File: config.mk
export PLATFORM = sky130hd
export DESIGN_NAME = alu_arbiter
export DESIGN_NICKNAME = d
export VERILOG_FILES = /design/src/rtl/alu_arbiter.sv
export SDC_FILE = /design/constraint.sdc
export NUM_CORES = 1
export LEC_CHECK = 0
export ABC_AREA = 0
export CORE_AREA = 2 2 119 121
export DETAILED_ROUTE_END_ITERATION = 6
export DIE_AREA = 0 0 121 123
export PLACE_DENSITY = 0.83
export SLEW_MARGIN = 20
export SYNTH_ARGS = -nofsm -noshare
export SYNTH_HDL_FRONTEND = slang
export SYNTH_SLANG_ARGS = --single-unit
export TNS_END_PERCENT = 50
File: constraint.sdc
create_clock -name clk -period 1.6 [get_ports clk]
set_clock_uncertainty 0.15 [all_clocks]
set_input_delay 0.32 -clock clk [delete_from_list [all_inputs] [get_ports clk]]
set_output_delay 0.32 -clock clk [all_outputs]
set_load 0.03 [all_outputs]
File: src/rtl/alu_arbiter.sv
// alu_arbiter: round-robin arbiter that shares one combinational ALU between two
// requesters, with a registered issue stage and a per-requester response handshake.
module alu_arbiter #(
    parameter int N = 32
) (
    input  logic         clk,
    input  logic         reset,
    input  logic         req0_valid,
    input  logic         req1_valid,
    output logic         req0_ready,
    output logic         req1_ready,
    input  logic [N-1:0] req0_src1,
    input  logic [N-1:0] req0_src2,
    input  logic [N-1:0] req1_src1,
    input  logic [N-1:0] req1_src2,
    input  logic [2:0]   req0_ctrl,
    input  logic [2:0]   req1_ctrl,
    output logic [N-1:0] alu_src1,
    output logic [N-1:0] alu_src2,
    output logic [2:0]   alu_ctrl_sig,
    input  logic [N-1:0] alu_out,
    output logic         rsp0_valid,
    output logic         rsp1_valid,
    input  logic         rsp0_ready,
    input  logic         rsp1_ready,
    output logic [N-1:0] rsp0_data,
    output logic [N-1:0] rsp1_data,
    output logic         rsp0_zero,
    output logic         rsp1_zero
);
    typedef enum logic [1:0] {IDLE, EXEC, RESP} state_t;

    localparam logic [2:0] CtrlReserved = 3'b011;

    state_t       state_q;
    logic         lastGrant_q;
    logic         owner_q;
    logic [N-1:0] src1_q;
    logic [N-1:0] src2_q;
    logic [2:0]   ctrl_q;
    logic [N-1:0] result_q;
    logic         zero_q;
    logic         rsp0Valid_q;
    logic         rsp1Valid_q;
    logic         grant0;
    logic         grant1;
    logic         rspDone;

    // On a tie the requester that was not served last wins.
    always_comb begin
        grant0 = req0_valid && (!req1_valid || lastGrant_q);
        grant1 = req1_valid && (!req0_valid || !lastGrant_q);
    end

    assign req0_ready = (state_q == IDLE) && grant0;
    assign req1_ready = (state_q == IDLE) && grant1;

    assign rspDone = owner_q ? (rsp1Valid_q && rsp1_ready) : (rsp0Valid_q && rsp0_ready);

    always_ff @(posedge clk) begin
        if (reset) begin
            state_q     <= IDLE;
            lastGrant_q <= 1'b1;
            owner_q     <= 1'b0;
            src1_q      <= '0;
            src2_q      <= '0;
            ctrl_q      <= 3'b000;
            result_q    <= '0;
            zero_q      <= 1'b0;
            rsp0Valid_q <= 1'b0;
            rsp1Valid_q <= 1'b0;
        end else begin
            case (state_q)
                IDLE: begin
                    if (req0_ready) begin
                        src1_q      <= req0_src1;
                        src2_q      <= req0_src2;
                        ctrl_q      <= req0_ctrl;
                        owner_q     <= 1'b0;
                        lastGrant_q <= 1'b0;
                        state_q     <= EXEC;
                    end else if (req1_ready) begin
                        src1_q      <= req1_src1;
                        src2_q      <= req1_src2;
                        ctrl_q      <= req1_ctrl;
                        owner_q     <= 1'b1;
                        lastGrant_q <= 1'b1;
                        state_q     <= EXEC;
                    end
                end
                EXEC: begin
                    // The reserved code never trusts the ALU and always yields zero.
                    if (ctrl_q == CtrlReserved) begin
                        result_q <= '0;
                        zero_q   <= 1'b1;
                    end else begin
                        result_q <= alu_out;
                        zero_q   <= (alu_out == '0);
                    end
                    rsp0Valid_q <= !owner_q;
                    rsp1Valid_q <= owner_q;
                    state_q     <= RESP;
                end
                RESP: begin
                    if (rspDone) begin
                        rsp0Valid_q <= 1'b0;
                        rsp1Valid_q <= 1'b0;
                        state_q     <= IDLE;
                    end
                end
                default: begin
                    state_q <= IDLE;
                end
            endcase
        end
    end

    assign alu_src1     = src1_q;
    assign alu_src2     = src2_q;
    assign alu_ctrl_sig = ctrl_q;
    assign rsp0_valid   = rsp0Valid_q;
    assign rsp1_valid   = rsp1Valid_q;
    assign rsp0_data    = result_q;
    assign rsp1_data    = result_q;
    assign rsp0_zero    = zero_q;
    assign rsp1_zero    = zero_q;
endmodule

==> results.cfg <==
[clocking]
clock_latency_ns = 0.34
root_buffer = clkbuf_16
cts_hold_buf = 0
cts_max_level = 3
clockBufferDepth = 2
path_clk_slew_ns = 0.07
cts_made_buffers = 9
clock-sinks = 106
cts_tree = yes

[sta]
relSlewSlack = 0.749
post-route-period-util = 1.06
max_freq_mhz = 589
grt_setup_unrepaired = yes
tightest_slew_ns = 0.377
fin_ws_ns = -0.0969
drv_slew = 0
hold_viol_final = 0
whs_ns = 0.178
finalSetupViolCount = 36
layout_min_cycle_time_ns = 1.70

[cells_and_area]
fill_cells = 1127
multi_input_area_um2 = 2360
nNetsFinal = 1031
drive_above_1_share = 0.244
area_delta_synth_final_pct = 92.2
ff_latch_area_um2 = 2130
design_area_um2 = 8760

[placement]
gp_congestion = 0.811
dp_slack_ns = -0.469
placed_area_um2 = 7880
io_buffers = 308
dp_hpwl_um = 11900

[status]
status = finished, violations left
violations = negative setup slack

[synthesis]
postSynth.asyncResetShare = 0
synth_nets = 732
syn_area_um2 = 4560
syn_inst = 560
synth_cell_type_count = 28
ys_seq_area_frac = 0.466
yosysWarnings = 0
ys_ff_latch = 106
synth_area_per_cell_um2 = 8.14
synth_edf_count = 0
synth_flop_cell = dfxtp_1

[power]
p_leak_nw = 3.56
powerDensity_nw_per_um2 = 981
ir_drop_mv = 0.579

[detailed_routing]
topRoutingLayerUsed = met4
wl_met3_um = 1480
drt_iter0_drc = 247
totalWireLength_um = 18500
ant_nets = 0
num_vias = 5386
drt-met1-wl_um = 7240
wl_met2_um = 9210
drt-pass1-iter-count = 4
wl_per_cell_um = 17.7
drc_errors = 0
vias_per_cell = 5.15

[critical_path]
worstPathArrival_ns = 1.23
critPathMaxFanout = 6
slowest_stage = dfxtp_4
worst-setup-path-type = reg2out
max_stage_delay_ns = 0.35
cp_top_family = flip-flops
path_cells = nor2_4 -> nand3_4 -> clkinv_4 -> buf_12 -> buf_8
cp-end-kind = primary output
worstPathRequired_ns = 1.13
critPathLaunchType = flip-flop
cp_num_buf_inv = 3

[floorplan]
rows = 43
ios = 309
die_height_um = 123
design.core.area_um2 = 13600
die-area_um2 = 14900
fp.dieW_um = 121
initial_core_util = 0.335

[worst_hold_path]
hold_class = in2reg

[global_routing]
grt_usage = 0.210
grt_max_degree = 52
grt_antenna_before_repair = 1
grt_pass1_wl_um = 24800
overflow = 0
grt_pass1_vias = 4917

[flow_run]
maxCapViolCount = 0
==> path summary, 6_finish.rpt <==
check / startpoint / end / slack (ns) / cells past startpoint
min reg2reg: alu_src1[15] / alu_src1[15] / 0.32 / 2
max reg2reg: state_q[1] / alu_src2[12] / -0.06 / 8
min: reset / alu_ctrl_sig[2] / 0.18 / 2
max: state_q[1] / req1_ready / -0.1 / 5
==> metal layers <==
layer,vias up,GRT usage
li1,2524,-
met1,2556,0.243
met2,267,0.362
met3,39,0.0604
met4,0,0.0879
met5,-,0
==> metrics by stage <==
step                      total power (W)   util  TNS, ns  instances
after detailed placement          0.00629  0.579   -28.06       1007
after floorplan                   0.00480      -        0        560
after global placement            0.00625  0.579   -25.97       1007
after global routing              0.00899  0.644    -5.63       1044
final                             0.00860  0.644   -0.710       1045
after CTS                         0.00815  0.593   -0.392       1025
==> synth_stat cells, types with 2 or more instances <==
| cell type | instances | area share |
|---|---|---|
| a21oi_1 | 4 | 0.0044 |
| a22oi_1 | 32 | 0.053 |
| a311oi_1 | 67 | 0.13 |
| buf_1 | 3 | 0.0025 |
| buf_2 | 22 | 0.024 |
| buf_4 | 36 | 0.059 |
| buf_6 | 2 | 0.0049 |
| clkbuf_1 | 18 | 0.015 |
| dfxtp_1 | 106 | 0.47 |
| inv_1 | 2 | 0.0016 |
| nand2_1 | 138 | 0.11 |
| nand2b_1 | 3 | 0.0041 |
| nand3_1 | 2 | 0.0022 |
| nand4_1 | 2 | 0.0027 |
| nor2_1 | 101 | 0.083 |
| nor2b_1 | 2 | 0.0027 |
| nor3_1 | 2 | 0.0022 |
| nor4_1 | 8 | 0.011 |
==> cells by family (layout without fill, tap and decap cells) <==
family	after synthesis	in the layout	share of synthesized area
and+or+nand+nor	261	261	0.228
AOI/OAI and AO/OA	109	109	0.198
DFF	106	106	0.466
buffers and inverters	84	388	0.108
other	0	1	0
==> report_power, final <==
group	switching, W	total, W	internal [W]	leakage [nW]
sequential	0.000196	0.00315	0.00296	0.875
clock	0.000982	0.00203	0.00105	0.136
combinational	0.00189	0.00342	0.00153	2.55
total	0.00307	0.00860	0.00553	3.56
==> cell usage in the layout, fill, tap and decap left out, types with 15 or more instances in the layout <==
| cell type | instances |
|---|---|
| clkdlybuf4s50_1 | 168 |
| nand2_1 | 137 |
| dfxtp_1 | 103 |
| nor2_1 | 62 |
| dlygate4sd2_1 | 58 |
| clkdlybuf4s15_1 | 39 |
| a311oi_2 | 36 |
| buf_4 | 34 |
| nor2_2 | 33 |
| a22oi_1 | 32 |
| a311oi_1 | 31 |
| clkbuf_2 | 28 |
| clkbuf_16 | 17 |
| buf_12 | 15 |
==> layout make-up <==
cell class	instances	share of cell area
timing repair buffer	369	0.429
multi-input combinational	370	0.269
sequential	106	0.243
clock buffer	10	0.0261
tap	180	0.0257
clock inverter	6	0.00386
inverter	3	0.00214
antenna	1	0.000286
==> flip-flops by register name (all words and copies together), names as in the netlist <==
| register | cells |
|---|---|
| owner_q | 1 |
| alu_src1 | 32 |
| lastGrant_q | 1 |
| alu_ctrl_sig | 3 |
| rsp1_valid | 1 |
| rsp0_zero | 1 |
| state_q | 2 |
| rsp0_valid | 1 |
| rsp0_data | 32 |
| alu_src2 | 32 |
==> what timing repair did <==
action                                  4_1_cts  5_1_grt
endpoints found under the setup margin      191      135
resized for setup                           174      182
gates cloned                                  0       13
pin swaps                                     3       16
setup buffers                                 2        6
Note: power is estimated with default switching activity, not from simulation.
